$ cat config.mk
export PLATFORM = sky130hd
export DESIGN_NAME = fx_compressor_mc_flat
export DESIGN_NICKNAME = d
export VERILOG_FILES = /design/src/rtl/fx_pkg.sv /design/src/rtl/fx_compressor_mc_if.sv /design/src/rtl/fx_udiv.sv /design/src/rtl/fx_compressor_mc.sv /design/src/flat_wrapper.sv
export SDC_FILE = /design/constraint.sdc
export NUM_CORES = 1
export LEC_CHECK = 0
export ABC_AREA = 1
export CORE_AREA = 2 2 277 279
export DETAILED_ROUTE_END_ITERATION = 10
export DIE_AREA = 0 0 279 281
export SYNTH_ARGS = -nofsm -noshare
export SYNTH_HDL_FRONTEND = slang
export SYNTH_SLANG_ARGS = --single-unit
export TNS_END_PERCENT = 1
$ cat constraint.sdc
create_clock -name clk -period 6.8 [get_ports clk]
set_clock_uncertainty 0.1 [all_clocks]
set_input_delay 1.36 -clock clk [delete_from_list [all_inputs] [get_ports clk]]
set_output_delay 1.36 -clock clk [all_outputs]
set_load 0.01 [all_outputs]
$ cat src/rtl/fx_pkg.sv
// Shared state encoding and control-to-shift/arithmetic helpers for the fx_compressor_mc slice.
package fx_pkg;

    typedef enum logic [2:0] {
        S_IDLE,
        S_DETECT,
        S_ENV,
        S_DIV,
        S_APPLY
    } state_t;

    // Unity gain in Q1.(gain_w-1).
    function automatic longint unsigned gain_one(input int unsigned gain_w);
        return 64'd1 << (gain_w - 1);
    endfunction

    function automatic logic [3:0] ar_shift(input int unsigned ctrl, input int unsigned param_w);
        return 4'(ctrl >> (param_w - 4));
    endfunction

    function automatic logic [2:0] ratio_shift(input int unsigned ctrl, input int unsigned param_w);
        return 3'(ctrl >> (param_w - 3));
    endfunction

    function automatic longint unsigned thr_scale(input int unsigned ctrl, input int unsigned param_w,
                                                  input int unsigned data_w);
        return 64'(ctrl) << (data_w - 1 - param_w);
    endfunction

    // |x| clamped to the largest positive value of a data_w-bit signed sample.
    function automatic longint unsigned sat_abs(input longint x, input int unsigned data_w);
        longint unsigned mag;
        longint unsigned lim;
        lim = (64'd1 << (data_w - 1)) - 64'd1;
        mag = (x < 0) ? 64'(-x) : 64'(x);
        return (mag > lim) ? lim : mag;
    endfunction

endpackage

$ cat src/rtl/fx_compressor_mc_if.sv
// Frame streaming interface of fx_compressor_mc: input strobe/frame, busy, output pulse/frame.
interface fx_compressor_mc_if #(
    parameter int unsigned DATA_W = 16,
    parameter int unsigned NUM_CH = 2
);
    logic                           in_valid;
    logic [NUM_CH-1:0][DATA_W-1:0]  audio_in;
    logic                           busy;
    logic                           out_valid;
    logic [NUM_CH-1:0][DATA_W-1:0]  audio_out;

    modport master (output in_valid, audio_in, input busy, out_valid, audio_out);
    modport slave  (input in_valid, audio_in, output busy, out_valid, audio_out);
endinterface

$ cat src/rtl/fx_udiv.sv
// Sequential restoring divider: quot = num / den in exactly Q_W cycles after start.
// Caller guarantees num < (den << Q_W), so the quotient fits in Q_W bits.
module fx_udiv #(
    parameter int unsigned NUM_W = 30,
    parameter int unsigned DEN_W = 15,
    parameter int unsigned Q_W   = 16
) (
    input  logic             clk,
    input  logic             reset,
    input  logic             start,
    input  logic [NUM_W-1:0] num,
    input  logic [DEN_W-1:0] den,
    output logic [Q_W-1:0]   quot,
    output logic             done
);
    localparam int unsigned CNT_W = $clog2(Q_W + 1);

    logic [DEN_W-1:0] rem;
    logic [DEN_W-1:0] den_q;
    logic [Q_W-1:0]   num_lo;
    logic [CNT_W-1:0] cnt;
    logic [DEN_W:0]   trial;
    logic             fits;

    always_comb begin
        trial = {rem, num_lo[Q_W-1]};
        fits  = (trial >= {1'b0, den_q});
    end

    always_ff @(posedge clk) begin
        if (reset) begin
            rem    <= '0;
            den_q  <= '0;
            num_lo <= '0;
            cnt    <= '0;
            quot   <= '0;
            done   <= 1'b0;
        end else begin
            done <= 1'b0;
            if (start) begin
                // Upper bits seed the partial remainder; only the low Q_W bits need iterating.
                rem    <= DEN_W'(num >> Q_W);
                num_lo <= num[Q_W-1:0];
                den_q  <= den;
                cnt    <= CNT_W'(Q_W);
            end else if (cnt != '0) begin
                rem    <= fits ? DEN_W'(trial - {1'b0, den_q}) : DEN_W'(trial);
                num_lo <= num_lo << 1;
                quot   <= {quot[Q_W-2:0], fits};
                cnt    <= cnt - CNT_W'(1);
                if (cnt == CNT_W'(1)) begin
                    done <= 1'b1;
                end
            end
        end
    end
endmodule

$ cat src/rtl/fx_compressor_mc.sv
// Multi-channel feed-forward compressor: linked peak detect, envelope, divider gain, serial apply.
// Optional makeup gain stage (extra makeup port) enabled by defining FX_COMP_MAKEUP_EN.
module fx_compressor_mc
    import fx_pkg::*;
#(
    parameter int unsigned DATA_W  = 16,
    parameter int unsigned PARAM_W = 7,
    parameter int unsigned NUM_CH  = 2,
    parameter int unsigned GAIN_W  = DATA_W
) (
    input  logic               clk,
    input  logic               reset,
    fx_compressor_mc_if.slave  bus,
    input  logic [PARAM_W-1:0] threshold,
    input  logic [PARAM_W-1:0] ratio,
    input  logic [PARAM_W-1:0] attack,
    input  logic [PARAM_W-1:0] release_time,
`ifdef FX_COMP_MAKEUP_EN
    input  logic [PARAM_W-1:0] makeup,
`endif
    output logic [GAIN_W-1:0]  gain,
    output logic               overrun
);
    localparam int unsigned ENV_W = DATA_W - 1;
    localparam int unsigned NUM_W = ENV_W + GAIN_W - 1;
    localparam int unsigned CH_W  = (NUM_CH > 1) ? $clog2(NUM_CH) : 1;
    localparam logic [GAIN_W-1:0] G_ONE = GAIN_W'(gain_one(GAIN_W));

    state_t                        state;
    logic [NUM_CH-1:0][DATA_W-1:0] x_q;
    logic [NUM_CH-1:0][DATA_W-1:0] stage;
    logic [PARAM_W-1:0]            threshold_q, ratio_q, attack_q, release_q;
    logic [ENV_W-1:0]              peak_q, env;
    logic                          below;
    logic [GAIN_W-1:0]             g_q;
    logic [CH_W-1:0]               ch_idx;
    logic [GAIN_W-1:0]             div_q;
    logic                          div_done;

    logic [ENV_W-1:0]              mag_c, peak_c, env_next, thr_c, target_c;
    logic [3:0]                    a_sh, r_sh;
    logic [2:0]                    ratio_sh;
    logic signed [DATA_W+GAIN_W:0] prod_c;
    logic signed [DATA_W-1:0]      y_c;
    logic [NUM_CH-1:0][DATA_W-1:0] stage_c;

    always_comb begin
        mag_c  = '0;
        peak_c = '0;
        for (int unsigned i = 0; i < NUM_CH; i++) begin
            mag_c = ENV_W'(sat_abs(longint'($signed(x_q[i])), DATA_W));
            if (mag_c > peak_c) begin
                peak_c = mag_c;
            end
        end
        a_sh     = ar_shift(32'(attack_q), PARAM_W);
        r_sh     = ar_shift(32'(release_q), PARAM_W);
        ratio_sh = ratio_shift(32'(ratio_q), PARAM_W);
        thr_c    = ENV_W'(thr_scale(32'(threshold_q), PARAM_W, DATA_W));
        env_next = (peak_q > env) ? env + ((peak_q - env) >> a_sh)
                                  : env - ((env - peak_q) >> r_sh);
        // Only meaningful when env_next > thr_c; otherwise the gain is forced to unity.
        target_c = thr_c + ((env_next - thr_c) >> ratio_sh);
    end

`ifdef FX_COMP_MAKEUP_EN
    localparam logic signed [DATA_W+2:0] Y_MAX = (DATA_W+3)'((64'd1 << (DATA_W - 1)) - 64'd1);
    localparam logic signed [DATA_W+2:0] Y_MIN = (DATA_W+3)'(-(longint'(1) << (DATA_W - 1)));
    logic [PARAM_W-1:0]       makeup_q;
    logic [1:0]               m_sh_c;
    logic signed [DATA_W+2:0] yw_c;
`endif

    always_comb begin
        prod_c = (DATA_W+GAIN_W+1)'($signed(x_q[ch_idx])) * (DATA_W+GAIN_W+1)'($signed({1'b0, g_q}));
`ifdef FX_COMP_MAKEUP_EN
        m_sh_c = 2'(makeup_q >> (PARAM_W - 2));
        yw_c   = (DATA_W+3)'(prod_c >>> (GAIN_W - 1)) <<< m_sh_c;
        if (yw_c > Y_MAX) begin
            y_c = DATA_W'(Y_MAX);
        end else if (yw_c < Y_MIN) begin
            y_c = DATA_W'(Y_MIN);
        end else begin
            y_c = DATA_W'(yw_c);
        end
`else
        y_c = DATA_W'(prod_c >>> (GAIN_W - 1));
`endif
        stage_c         = stage;
        stage_c[ch_idx] = y_c;
    end

    fx_udiv #(.NUM_W(NUM_W), .DEN_W(ENV_W), .Q_W(GAIN_W)) u_div (
        .clk   (clk),
        .reset (reset),
        .start (state == S_ENV),
        .num   ({target_c, {(GAIN_W-1){1'b0}}}),
        .den   (env_next),
        .quot  (div_q),
        .done  (div_done)
    );

    always_ff @(posedge clk) begin
        if (reset) begin
            state         <= S_IDLE;
            x_q           <= '0;
            stage         <= '0;
            threshold_q   <= '0;
            ratio_q       <= '0;
            attack_q      <= '0;
            release_q     <= '0;
`ifdef FX_COMP_MAKEUP_EN
            makeup_q      <= '0;
`endif
            peak_q        <= '0;
            env           <= '0;
            below         <= 1'b1;
            g_q           <= G_ONE;
            ch_idx        <= '0;
            bus.busy      <= 1'b0;
            bus.out_valid <= 1'b0;
            bus.audio_out <= '0;
            gain          <= G_ONE;
            overrun       <= 1'b0;
        end else begin
            bus.out_valid <= 1'b0;
            if (bus.in_valid && state != S_IDLE) begin
                overrun <= 1'b1;
            end
            case (state)
                S_IDLE: begin
                    if (bus.in_valid) begin
                        x_q         <= bus.audio_in;
                        threshold_q <= threshold;
                        ratio_q     <= ratio;
                        attack_q    <= attack;
                        release_q   <= release_time;
`ifdef FX_COMP_MAKEUP_EN
                        makeup_q    <= makeup;
`endif
                        bus.busy    <= 1'b1;
                        state       <= S_DETECT;
                    end
                end
                S_DETECT: begin
                    peak_q <= peak_c;
                    state  <= S_ENV;
                end
                S_ENV: begin
                    env   <= env_next;
                    below <= (env_next <= thr_c);
                    state <= S_DIV;
                end
                S_DIV: begin
                    if (div_done) begin
                        g_q    <= below ? G_ONE : ((div_q > G_ONE) ? G_ONE : div_q);
                        ch_idx <= '0;
                        state  <= S_APPLY;
                    end
                end
                S_APPLY: begin
                    stage <= stage_c;
                    if (ch_idx == CH_W'(NUM_CH - 1)) begin
                        bus.audio_out <= stage_c;
                        gain          <= g_q;
                        bus.out_valid <= 1'b1;
                        bus.busy      <= 1'b0;
                        state         <= S_IDLE;
                    end else begin
                        ch_idx <= ch_idx + CH_W'(1);
                    end
                end
                default: state <= S_IDLE;
            endcase
        end
    end
endmodule

$ cat src/flat_wrapper.sv
// flat-port wrapper written by rule: the top's interface ports become plain ports
module fx_compressor_mc_flat import fx_pkg::*;
#(
    parameter int unsigned DATA_W  = 16,
    parameter int unsigned PARAM_W = 7,
    parameter int unsigned NUM_CH  = 2,
    parameter int unsigned GAIN_W  = DATA_W
)
  (clk, reset, threshold, ratio, attack, release_time, gain, overrun, bus_in_valid, bus_audio_in, bus_busy, bus_out_valid, bus_audio_out);
  fx_compressor_mc_if #(.DATA_W(DATA_W), .NUM_CH(NUM_CH)) bus_i ();
  input  logic clk;
  input  logic reset;
  input  logic [PARAM_W-1:0] threshold;
  input  logic [PARAM_W-1:0] ratio;
  input  logic [PARAM_W-1:0] attack;
  input  logic [PARAM_W-1:0] release_time;
  output logic [GAIN_W-1:0] gain;
  output logic overrun;
  input wire logic [$bits(bus_i.in_valid)-1:0] bus_in_valid;
  input wire logic [$bits(bus_i.audio_in)-1:0] bus_audio_in;
  output wire logic [$bits(bus_i.busy)-1:0] bus_busy;
  output wire logic [$bits(bus_i.out_valid)-1:0] bus_out_valid;
  output wire logic [$bits(bus_i.audio_out)-1:0] bus_audio_out;
  assign bus_i.in_valid = bus_in_valid;
  assign bus_i.audio_in = bus_audio_in;
  assign bus_busy = bus_i.busy;
  assign bus_out_valid = bus_i.out_valid;
  assign bus_audio_out = bus_i.audio_out;
  fx_compressor_mc #(.DATA_W(DATA_W), .PARAM_W(PARAM_W), .NUM_CH(NUM_CH), .GAIN_W(GAIN_W)) u_core (.clk(clk), .reset(reset), .bus(bus_i), .threshold(threshold), .ratio(ratio), .attack(attack), .release_time(release_time), .gain(gain), .overrun(overrun));
endmodule
==> flow_summary.ini <==
[clock_tree]
clkTransAtPathRegs_ns = 0.06
cts_max_level = 1
cts_tree = done
hold_buffers = 0
clk_latency_ns = 0.57
numClockSinks = 206
cts_buffers = 24
clk_path_buf_depth = 3
cts_root_buf = clkbuf_16

[drt]
drc_errors = 0
via_count = 22000
wl_per_cell_um = 16.2
first_pass_iters = 5
met1_length_mm = 35.1
highest_layer = met4
drt-total-wl_mm = 73.3
wl_met3_mm = 4.34
viasPerCell = 4.86
drt_iter0_drc = 1560
ant_nets = 0
wl_met2_mm = 32.2

[timing]
holdWs_ns = 0.352
fmax_mhz = 134
worst_pin_slew_ns = 1.23
slew_violations = 0
rsz0062_at_grt = true
layout_setup_ws_ns = -0.690
setup_viol = 6
slew_headroom_pct = 17.7
hold_viol = 0
period_minus_slack_ns = 7.49
fin_crit_sh_pct = 110

[synthesis]
yosys_warnings = 0
synthAdderAreaFrac_pct = 28.8
synth_area_um2 = 22500
yosysTopAreaCell = dfxtp_1
yosys-top-cells-area = dfxtp_1 (18%), fa_1 (18%), ha_1 (11%), nand2_1 (11%), inv_1 (9.0%)
synth_seq_cells = 206
synth_top_family_by_area = adder cells
synth_edf_count = 0
syn-num-nets = 3621
netlist.area_leader.share_pct = 18.3
synth_cell_type_count = 63
synth_cells = 3159
ys.flop_type = dfxtp_1
synth_compound_area_share_pct = 16.2
synthMuxAreaShare_pct = 0.267
yosys.area_share.xor_xnor_pct = 2.65
synth-async-reset-ratio_pct = 0
synth-simple-area-share_pct = 22.0
ys_seq_area_share_pct = 18.3
synth_area_per_cell_um2 = 7.12

[floorplanning]
die_area_um2 = 78400
die_y_um = 281
placementRows = 101
chipWidth_um = 279
core_um2 = 75400
start_util_pct = 29.8
ioPinCount = 114

[grt]
grt_max_degree = 64
grt_overflow = 0
first_global_vias = 21200
grt_pass1_wl_mm = 116
grt_use_total_pct = 18.6
antenna_found_initial = 2

[critical_path]
path_class = reg2reg
cpMaxStageDelayCell = dfxtp_4
end_kind = flop
cp_common_cell = nand2_1
cp-start-kind = flop
crit_fanout = 4
cpPeakStageDelay_ns = 0.38
required_ns = 7.12
crit_arrival_ns = 7.81

[finish]
syn2layout_area_growth_pct = 27.0
num_antenna_cells = 0
regArea_um2 = 4140
mostFrequentLayoutCells = nand2_1 (635), inv_1 (525), buf_4 (364)
fillCellCount = 7840
fin_nets = 3995
layout-drive-gt1-share_pct = 17.7
multi_input_area_um2 = 16400
final_common_cell = nand2_1
final_util_pct = 37.9

[flow_run]
maxCapViolCount = 0

[power]
switching_share_pct = 47.4
ir_drop_mv = 0.603
clockPowerShare_pct = 9.1
power_frac_comb_pct = 81.4
p_int_mw = 8.42
power_density_nw_per_um2 = 561
power.leakage_nw = 13.8
switchingPower_mw = 7.60
power_frac_seq_pct = 9.5

[run_status]
status = finished with violations
violations = setup timing

[place]
io_buffers = 103
gp_congestion = 0.943
dp.final_hpwl_mm = 59.8

[min_path]
hold_class = reg2reg
-- path summary, 6_finish.rpt --
check,startpoint,to,slack (ns),cells past startpoint
worst min-delay path,u_core.bus.audio_out[3],u_core.bus.audio_out[3],0.35,2
worst max-delay path,u_core.env[0],u_core.u_div.rem[13],-0.69,49
worst min register to register,u_core.bus.audio_out[3],u_core.bus.audio_out[3],0.35,2
worst max register to register,u_core.env[0],u_core.u_div.rem[13],-0.69,49
-- layer usage --
metal  track usage [%]  vias up
met5                 0        -
met4              4.66        0
met3              2.32       82
met2              29.4      579
met1              26.8    10400
li1                  -    10900
-- power groups by stage --
stage                     registers (mW)  logic (mW)  clock network (mW)
after floorplan                     1.50        6.78                   0
after global placement              1.54        11.6                   0
after detailed placement            1.54        11.6                   0
after CTS                           1.52        12.7                1.49
after global routing                1.55        14.4                1.53
final                               1.53        13.0                1.45
-- critical path: cells and delay by family (launching register included) --
kind                     cells  cell delay [ns]
AO/OA/AOI/OAI               17             2.12
flip-flops                   1             0.38
AND/OR/NAND/NOR             11             1.18
XOR/XNOR                     5             0.93
multiplexers                 2             0.26
adder cells (fa/ha/maj)      6             1.76
buffers and inverters        8             0.65
-- logic make-up after synthesis --
family,Yosys count
simple gates,1152
compound gates,637
fa+ha+maj,399
buf+inv,691
mux,6
xor+xnor,68
flops,206
-- repair_timing --
action	CTS	global route
gates resized for setup	101	29
pin swaps	74	25
endpoints found under the setup margin	8	20
buffers inserted	25	4
-- cell usage after synthesis, types with 11 or more instances --
cell and n:
nand2_1 655, inv_1 541, a21oi_1 237, o21ai_0 219, nor2_1 210, dfxtp_1 206, ha_1 200, fa_1 199
nand3_1 147, clkbuf_1 101, o211ai_1 55, xor2_1 46, nor3_1 27, nand4_1 23, xnor2_1 22, a31oi_1 21
nand2_2 21, buf_2 16, clkinv_1 14, o32ai_1 14, inv_2 13, a21o_1 12, o22ai_1 12, nand3_2 11
nor2_2 11
-- cell type report --
class                   count  area share [%]
flip-flops and latches    206            14.5
well taps                 978            4.28
clock buffers              30            2.33
multi-input cells        2262            57.4
clock inverters            13           0.666
repair buffers            471            13.3
inverters                 568            7.48
-- per-stage QoR --
| stage | cells | power [mW] | worst slack, ns | TNS (ns) | cell area, um2 |
|---|---|---|---|---|---|
| after floorplan | 3159 | 8.28 | -0.222 | -0.222 | 22700 |
| after global placement | 4457 | 13.1 | -1.03 | -4.20 | 27000 |
| after detailed placement | 4457 | 13.1 | -1.04 | -4.43 | 27000 |
| after CTS | 4524 | 15.7 | -0.649 | -1.95 | 28400 |
| after global routing | 4528 | 17.5 | -1.23 | -5.89 | 28600 |
| final | 4528 | 16.0 | -0.690 | -2.26 | 28600 |
-- flip-flops by register name, indices dropped and copies added (netlist names) --
name	flops
u_core.bus.busy	1
u_core.peak_q	15
u_core.env	15
u_core.gain	16
u_core.stage	16
u_core.threshold_q	7
u_core.release_q	4
u_core.u_div.done	1
u_core.ratio_q	3
u_core.bus.out_valid	1
u_core.u_div.rem	15
u_core.state	3
u_core.u_div.quot	16
u_core.overrun	1
u_core.below	1
u_core.u_div.num_lo	1
u_core.ch_idx	1
u_core.x_q	32
u_core.g_q	16
u_core.u_div.cnt	5
u_core.attack_q	4
u_core.bus.audio_out	32
No activity file was read; power rests on OpenSTA's default activity.
